File: config.mk
export PLATFORM = sky130hd
export DESIGN_NAME = fft_stage_ctrl
export DESIGN_NICKNAME = d
export VERILOG_FILES = /design/src/rtl/fft_stage_ctrl_pkg.sv /design/src/rtl/fft_stage_ctrl_delay_pipe.sv /design/src/rtl/fft_stage_ctrl.sv
export SDC_FILE = /design/constraint.sdc
export NUM_CORES = 1
export LEC_CHECK = 0
export ABC_AREA = 1
export CORE_ASPECT_RATIO = 0.8
export CORE_MARGIN = 2
export CORE_UTILIZATION = 55
export CTS_CLUSTER_SIZE = 25
export DETAILED_ROUTE_END_ITERATION = 10
export GPL_ROUTABILITY_DRIVEN = 0
export PLACE_DENSITY = 0.9
export SLEW_MARGIN = 20
export SYNTH_ARGS = -nofsm -noshare
export SYNTH_HDL_FRONTEND = slang
export SYNTH_HIERARCHICAL = 1
export SYNTH_SLANG_ARGS = --single-unit
File: constraint.sdc
create_clock -name clk -period 3.7 [get_ports clk]
set_input_delay 0.74 -clock clk [delete_from_list [all_inputs] [get_ports clk]]
set_output_delay 0.74 -clock clk [all_outputs]
set_load 0.01 [all_outputs]
File: src/rtl/fft_stage_ctrl_pkg.sv
// Shared types and constants for the SDF butterfly stage sequencer.
package fft_stage_ctrl_pkg;

    typedef enum logic [1:0] {
        ST_IDLE  = 2'd0,
        ST_FILL  = 2'd1,
        ST_CALC  = 2'd2,
        ST_FLUSH = 2'd3
    } stage_st_t;

    // Output mux select: DIFF comes from the delay line, SUM from bfly dout1
    localparam logic OUT_SEL_DIFF = 1'b0;
    localparam logic OUT_SEL_SUM  = 1'b1;

endpackage

File: src/rtl/fft_stage_ctrl_delay_pipe.sv
// W-bit shift register that re-times control bits to the butterfly core's
// output. LAT=0 degenerates to a plain wire.
module fft_stage_ctrl_delay_pipe #(
    parameter int W   = 3,
    parameter int LAT = 2
) (
    input  logic         clk,
    input  logic         rstn,
    input  logic [W-1:0] din,
    output logic [W-1:0] dout
);

    generate
        if (LAT == 0) begin : g_wire
            logic unused_clk_rst;
            assign unused_clk_rst = clk ^ rstn;
            assign dout = din;
        end else begin : g_reg
            logic [W-1:0] pipe_p [LAT];

            // Shift control bits one stage per cycle; reset discards pipe contents
            always_ff @(posedge clk or negedge rstn) begin
                if (!rstn) begin
                    for (int i = 0; i < LAT; i++) pipe_p[i] <= '0;
                end else begin
                    pipe_p[0] <= din;
                    for (int i = 1; i < LAT; i++) pipe_p[i] <= pipe_p[i-1];
                end
            end

            assign dout = pipe_p[LAT-1];
        end
    endgenerate

endmodule

File: src/rtl/fft_stage_ctrl.sv
// Sequencer for one radix-2 SDF butterfly stage: beat counter, FILL/CALC/FLUSH
// FSM, delay-line and butterfly strobes, twiddle address and output re-timing.
module fft_stage_ctrl
    import fft_stage_ctrl_pkg::*;
#(
    parameter int NUM       = 16,
    parameter int DATA      = 512,
    parameter int BLK       = DATA / NUM,
    parameter int TW_STRIDE = 1,
    parameter int BFLY_LAT  = 2
) (
    input  logic                        clk,
    input  logic                        rstn,
    input  logic                        valid_in,
    input  logic                        sof_in,
    input  logic                        flush_req,
    output logic                        dl_wr_en,
    output logic                        dl_rd_en,
    output logic                        bfly_en,
    output logic                        out_sel,
    output logic [$clog2(DATA/2)-1:0]   tw_addr,
    output logic                        valid_out,
    output logic                        sof_out,
    output logic                        busy,
    output logic                        err_sync
);

    localparam int              HALF    = BLK / 2;
    localparam int              CW      = $clog2(BLK);
    localparam int              TW_W    = $clog2(DATA / 2);
    localparam logic [CW-1:0]   HALF_C  = CW'(HALF);
    localparam logic [CW-1:0]   HALF_M1 = CW'(HALF - 1);
    localparam logic [CW-1:0]   BLK_M1  = CW'(BLK - 1);

    stage_st_t     state;
    logic [CW-1:0] cnt;
    logic          drain_pend;
    logic          frame_first;

    logic          sof_beat;
    logic          realign;
    logic          fill_beat;
    logic          calc_beat;
    logic          flush_cyc;
    logic          flush_ok;
    logic [CW-1:0] idx;
    logic          vld_p0;
    logic          sof_p0;
    logic          sel_p0;
    logic [2:0]    pipe_out;

    // Classify the current cycle. A sof beat outside FLUSH always restarts the
    // frame as FILL beat 0, even when it lands mid-block (realign). A flush
    // request coinciding with an input beat is ignored so no beat is lost.
    always_comb begin
        sof_beat  = valid_in & sof_in & (state != ST_FLUSH);
        realign   = sof_beat & (state != ST_IDLE) & (cnt != '0);
        fill_beat = valid_in & ((state == ST_FILL) | sof_beat);
        calc_beat = valid_in & (state == ST_CALC) & ~sof_in;
        flush_cyc = (state == ST_FLUSH);
        flush_ok  = flush_req & ~valid_in &
                    (((state == ST_FILL) & (cnt == '0)) | ((state == ST_IDLE) & drain_pend));
        idx       = sof_beat ? '0 : cnt;
    end

    // FSM, beat counter and drain bookkeeping
    always_ff @(posedge clk or negedge rstn) begin
        if (!rstn) begin
            state       <= ST_IDLE;
            cnt         <= '0;
            drain_pend  <= 1'b0;
            frame_first <= 1'b0;
            err_sync    <= 1'b0;
        end else begin
            err_sync <= 1'b0;
            if (fill_beat) begin
                cnt      <= idx + CW'(1);
                state    <= (idx == HALF_M1) ? ST_CALC : ST_FILL;
                err_sync <= realign;
                if (sof_beat) frame_first <= 1'b1;
                // The previous block's differences are fully drained once HALF
                // fill beats have gone by; a realign abandons them.
                if ((idx == HALF_M1) || realign) drain_pend <= 1'b0;
            end else if (calc_beat) begin
                cnt         <= cnt + CW'(1);
                frame_first <= 1'b0;
                if (cnt == BLK_M1) begin
                    state      <= ST_FILL;
                    drain_pend <= 1'b1;
                end
            end else if (flush_cyc) begin
                if (cnt == HALF_M1) begin
                    state      <= ST_IDLE;
                    cnt        <= '0;
                    drain_pend <= 1'b0;
                end else begin
                    cnt <= cnt + CW'(1);
                end
            end else if (flush_ok) begin
                state <= ST_FLUSH;
                cnt   <= '0;
            end
        end
    end

    // Same-cycle datapath strobes, twiddle address and raw output qualifiers
    always_comb begin
        logic [CW-1:0] tw_idx;
        logic [31:0]   tw_full;
        dl_wr_en = fill_beat | calc_beat | flush_cyc;
        dl_rd_en = calc_beat;
        bfly_en  = calc_beat;
        busy     = (state != ST_IDLE);
        tw_idx   = cnt - HALF_C;
        tw_full  = 32'(tw_idx) * 32'(TW_STRIDE);
        tw_addr  = '0;
        if (state == ST_CALC) tw_addr = TW_W'(tw_full % 32'(DATA / 2));
        vld_p0   = calc_beat | (fill_beat & drain_pend & ~realign) | flush_cyc;
        sof_p0   = calc_beat & frame_first;
        sel_p0   = ((state == ST_CALC) & ~sof_beat) ? OUT_SEL_SUM : OUT_SEL_DIFF;
    end

    // ---- stage boundary: align {valid, sof, out_sel} with the bfly core output ----
    fft_stage_ctrl_delay_pipe #(
        .W   (3),
        .LAT (BFLY_LAT)
    ) u_delay_pipe (
        .clk  (clk),
        .rstn (rstn),
        .din  ({vld_p0, sof_p0, sel_p0}),
        .dout (pipe_out)
    );

    assign {valid_out, sof_out, out_sel} = pipe_out;

endmodule

Word-level counts from Yosys, hierarchy flattened:

Index checks and enable logic that the tools add are counted.

* muxes and demuxes: 25
* reduce and logical (&&, ||, !) cells: 12
* eq/ne operators: 11
* add/sub/neg operators: 3
* bitwise logic cells: 25

Operator list (count)
* $mux 5: 7
* $and 1x1->1: 15
* $mux 2: 7
* $mux 1: 11
* $add 5x1->5 const B: 2
* $eq 5x4->1 const B: 2
* $or 1x1->1: 6
* $reduce_bool 3->1: 2
* $eq 5x5->1 const B: 1
* $logic_not 5->1: 1
* $reduce_bool 5->1: 1
* $sub 5x5->5 const B: 1
* $eq 2x2->1 const B: 2
* $ne 2x2->1 const B: 2
* $ne 4x3->1 const B: 1
* $not 1->1: 4
* $reduce_and 4->1: 1
* $reduce_bool 2->1: 2
* $reduce_bool 4->1: 1
* $ne 3x2->1 const B: 1
* $reduce_and 3->1: 1
* $eq 2x1->1 const B: 1
* $logic_not 2->1: 1
* $ne 2x1->1 const B: 1
* 2 further kinds: 2

* flip-flop bits (word level): 16
* input port bits: 5

Longest topological paths before layout:

* depth after elaboration: 8
* depth in mapped cells: 14
* mapped depth without buffers: 14

Cells and area by module:

Netlist, hierarchy kept.

By module, submodules not included
* fft_stage_ctrl: area an instance 947.2 um2, cells an instance 140, instances 1
* fft_stage_ctrl_delay_pipe: area an instance 172.7 um2, cells an instance 9, instances 1

Least setup slack after synthesis:

OpenSTA, ideal clock, no wires.

* path type: input to register
* start point: input sof_in
* end point: register drain_pend
* stages: 13
* data arrival time: 2.003 ns
* setup slack: 1.580 ns
* cells stage by stage: nand2_1 -> inv_1 -> nand2_2 -> nand2_2 -> inv_1 -> ha_1 -> nand3_1 -> nor2_1 -> ha_1 -> nor3_1 -> nand2_1 -> nand4_1 -> nand2_1

* cells in the longest elaborated chain, start to end: 7

Ends and longest elaborated chain
* from (decl): line fft_stage_ctrl.sv:15 `input logic sof_in,`
* $and 1x1->1 (2 in a row): line fft_stage_ctrl.sv:56 `sof_beat = valid_in & sof_in & (state != ST_FLUSH);`
* $mux 5 or $and 1x1->1 (tied branches): line fft_stage_ctrl.sv:63, fft_stage_ctrl.sv:57
* $eq 5x4->1 or $and 1x1->1 (tied branches): line fft_stage_ctrl.sv:83, fft_stage_ctrl.sv:57
* $logic_or 1x1->1: line fft_stage_ctrl.sv:83 `if ((idx == HALF_M1) || realign) drain_pend <= 1'b0;`
* $ne 2x1->1 (no line)
* $reduce_and 4->1 (no line)
* to (signal assigned): line fft_stage_ctrl.sv:83
* to (signal assigned): line fft_stage_ctrl.sv:89 `drain_pend <= 1'b1;`
* to (signal assigned): line fft_stage_ctrl.sv:95 `drain_pend <= 1'b0;`
* to (decl): line fft_stage_ctrl.sv:37 `logic drain_pend;`

Parallel ways exist; a longest one is shown, timed or not.
A chain may end at the register's enable or synchronous reset.

Worst setup path in the final report:

* start point: input valid_in
* end point: output dl_wr_en

* cells in the longest elaborated chain, start to end: 6

Ends and longest elaborated chain
* from (decl): line fft_stage_ctrl.sv:14 `input logic valid_in,`
* $and 1x1->1 (2 in a row): line fft_stage_ctrl.sv:56
* $or 1x1->1: line fft_stage_ctrl.sv:58 `fill_beat = valid_in & ((state == ST_FILL) | sof_beat);`
* $and 1x1->1: line fft_stage_ctrl.sv:58
* $or 1x1->1 (*) (2 in a row): line fft_stage_ctrl.sv:110 `dl_wr_en = fill_beat | calc_beat | flush_cyc;`
* to (decl): line fft_stage_ctrl.sv:17 `output logic dl_wr_en,`

Every way passes the cells marked *; elsewhere a longest branch is shown, timed or not.

==> out/metrics.yaml <==
grt:
  antenna_found_initial: 0
  grt_pass1_vias: 963
  grt-ovfl-total: 0
  track_usage_pct: 25.5
  grt_pass1_wl_mm: 4.28
  grt_max_degree: 17
critical_path:
  crit_type: "in2out"
  path_max_fanout: 7
  arrival_ns: 2.33
  cp.required_ns: 2.96
  critPathCaptureType: "output pin"
  critPathLaunchType: "input port"
pwr:
  p_per_area_nw_per_um2: 739
  irDropWorstVdd_mv: 0.395
  seqPwrFrac_pct: 34.3
  combPwrFrac_pct: 53.6
  power_leakage_nw: 0.699
  p_int_uw: 511
  swShare_pct: 47.0
  clkPwrFrac_pct: 12.2
  p_switching_uw: 454
floorplanning:
  dieArea_um2: 2420
  ioPinCount: 21
  dieWidth_um: 54.5
  start_util_pct: 58.7
  coreArea_um2: 1910
  die_y_um: 44.4
  row_count: 14
placement:
  dp_slack_ns: 0.632
  io_buffer_count: 17
  hpwl_mm: 1.96
synth:
  yosysWarnings: 6
  ys_seq_area_share_pct: 35.8
  synth.avg_cell_area_um2: 7.52
  synthCells: 149
  ys_types: 24
  synth_area_um2: 1120
  synth_seq_cells: 16
timing:
  fin_ws_ns: 0.628
  min_period_ns: 3.07
  setup_tns_ns: 0
  fin_worst_skew_ns: 0.0183
  worstMarginPinSlew_ns: 0.703
  setup_viol: 0
  post-route-period-util_pct: 83.0
  rsz0062_at_grt: "false"
  drv_slew: 0
  relSlewSlack_pct: 53.0
  max_freq_ghz: 0.326
  hold_violations: 0
clock_tree:
  root_buffer: "clkbuf_4"
  clkLatencyLatePin_ns: 0.30
  cts_tree: "done"
  clock_path_buffers: 2
  cts_made_buffers: 3
  cts-resized-gates: 0
  clock-sinks: 16
  ctsHoldBuffers: 0
  cts.clk_slew.worst_paths_ns: 0.10
  cts_setup_buffers: 0
  h-tree-depth: 1
routing:
  wl_per_cell_um: 13.8
  drcViolationCount: 0
  routed_wl_mm: 2.59
  antenna_left: 0
  drt_iter0_markers: 49
  dr.pass1.iters: 4
  num_vias: 1026
  viasPerCell: 5.46
final_layout:
  diodes: 0
  nets: 177
  fillers: 145
  mostFrequentLayoutCell: "nand2_1"
  final_cell_mix: "nand2_1, inv_1, nand3_1"
  area_growth_pct: 16.6
  drive_gt1_share_pct: 12.8
  seq_area_um2: 400
  multi_input_area_um2: 576
hold_path:
  hold_path_class: "reg2reg"
outcome:
  status: "finished, final reports clean"
flow_run:
  drv_cap: 0
## final cells by class
cell class	instances	share of cell area (%)
Timing Repair Buffer	17	13.0
Clock buffer	4	2.78
Inverter	25	7.18
Tap cell	24	2.30
Sequential cell	16	30.7
Multi-Input combinational cell	102	44.1
## critical path, cell delays in order
cell and delay (ns):
clkdlybuf4s50_1 0.58, nand2_1 0.17, nor2_8 0.17, nor2_4 0.08
inv_1 0.06, clkdlybuf4s50_1 0.53
## kinds of logic (layout without fill, tap and decap cells)
group / Yosys count / after routing / synth area share, %
and+or+nand+nor: 83 / 83 / 37.7
buffers and inverters: 33 / 46 / 13.5
DFF: 16 / 16 / 35.8
AOI/OAI and AO/OA: 8 / 8 / 4.13
adders and majority gates: 7 / 7 / 7.82
other: 1 / 3 / 0.335
xor gates and xnor gates: 1 / 1 / 0.782
## layer usage
metal,vias to the layer above,share of wire [%],track usage [%]
met5,-,0,0
met4,0,2.0,10.0
met3,8,9.3,6.08
met2,67,48,40.7
met1,466,40,33.1
li1,485,-,-
## stage by stage
stage	util (%)	cell area [µm²]	cells	power [mW]	hold slack, ns
floorplan	-	1130	151	0.671	0.331
global placement	66.5	1270	184	0.812	0.332
detailed placement	66.5	1270	184	0.839	0.336
CTS	68.4	1310	188	0.959	0.351
global route	68.4	1310	188	1.04	0.363
finish	68.4	1310	188	0.966	0.340
## worst paths after layout
path | startpoint | to | slack [ns] | cells past startpoint
worst max register to register | state[0] | drain_pend | 1.46 | 13
max in group asynchronous | rstn | u_delay_pipe/dout[2] | 2.39 | 1
min in group asynchronous | rstn | u_delay_pipe/dout[1] | 0.85 | 1
worst min-delay path | u_delay_pipe/g_reg.pipe_p[4] | u_delay_pipe/dout[1] | 0.34 | 0
worst max-delay path | valid_in | dl_wr_en | 0.63 | 6
worst min register to register | u_delay_pipe/g_reg.pipe_p[4] | u_delay_pipe/dout[1] | 0.34 | 0
## synth_stat cells, drive strengths merged
master / count / area, µm²
conb: 1 / 3.75
nor3: 1 / 5.00
o21ai: 4 / 23.8
dfrtp: 16 / 400
nand3: 20 / 100
xor2: 1 / 8.76
a21oi: 3 / 15.0
ha: 7 / 87.6
nand2: 35 / 164
inv: 25 / 93.8
or2: 2 / 12.5
o211ai: 1 / 7.51
nand4: 4 / 25.0
nor2: 21 / 115
buf: 8 / 57.6
## power by group through the flow
| stage | sequential [mW] | clock [mW] | combinational [mW] |
|---|---|---|---|
| 2_1_floorplan | 0.299 | 0 | 0.371 |
| 5_1_grt | 0.338 | 0.126 | 0.578 |
| 3_3_place_gp | 0.323 | 0 | 0.489 |
| 6_report | 0.331 | 0.117 | 0.517 |
| 3_5_place_dp | 0.327 | 0 | 0.512 |
| 4_1_cts | 0.327 | 0.120 | 0.513 |
## sequential cells by signal (all words and copies together), names as in the netlist
| name | count |
|---|---|
| cnt | 5 |
| drain_pend | 1 |
| u_delay_pipe/dout | 3 |
| frame_first | 1 |
| err_sync | 1 |
| u_delay_pipe/g_reg.pipe_p | 3 |
| state | 2 |
Power figures use the tool's default switching activity.
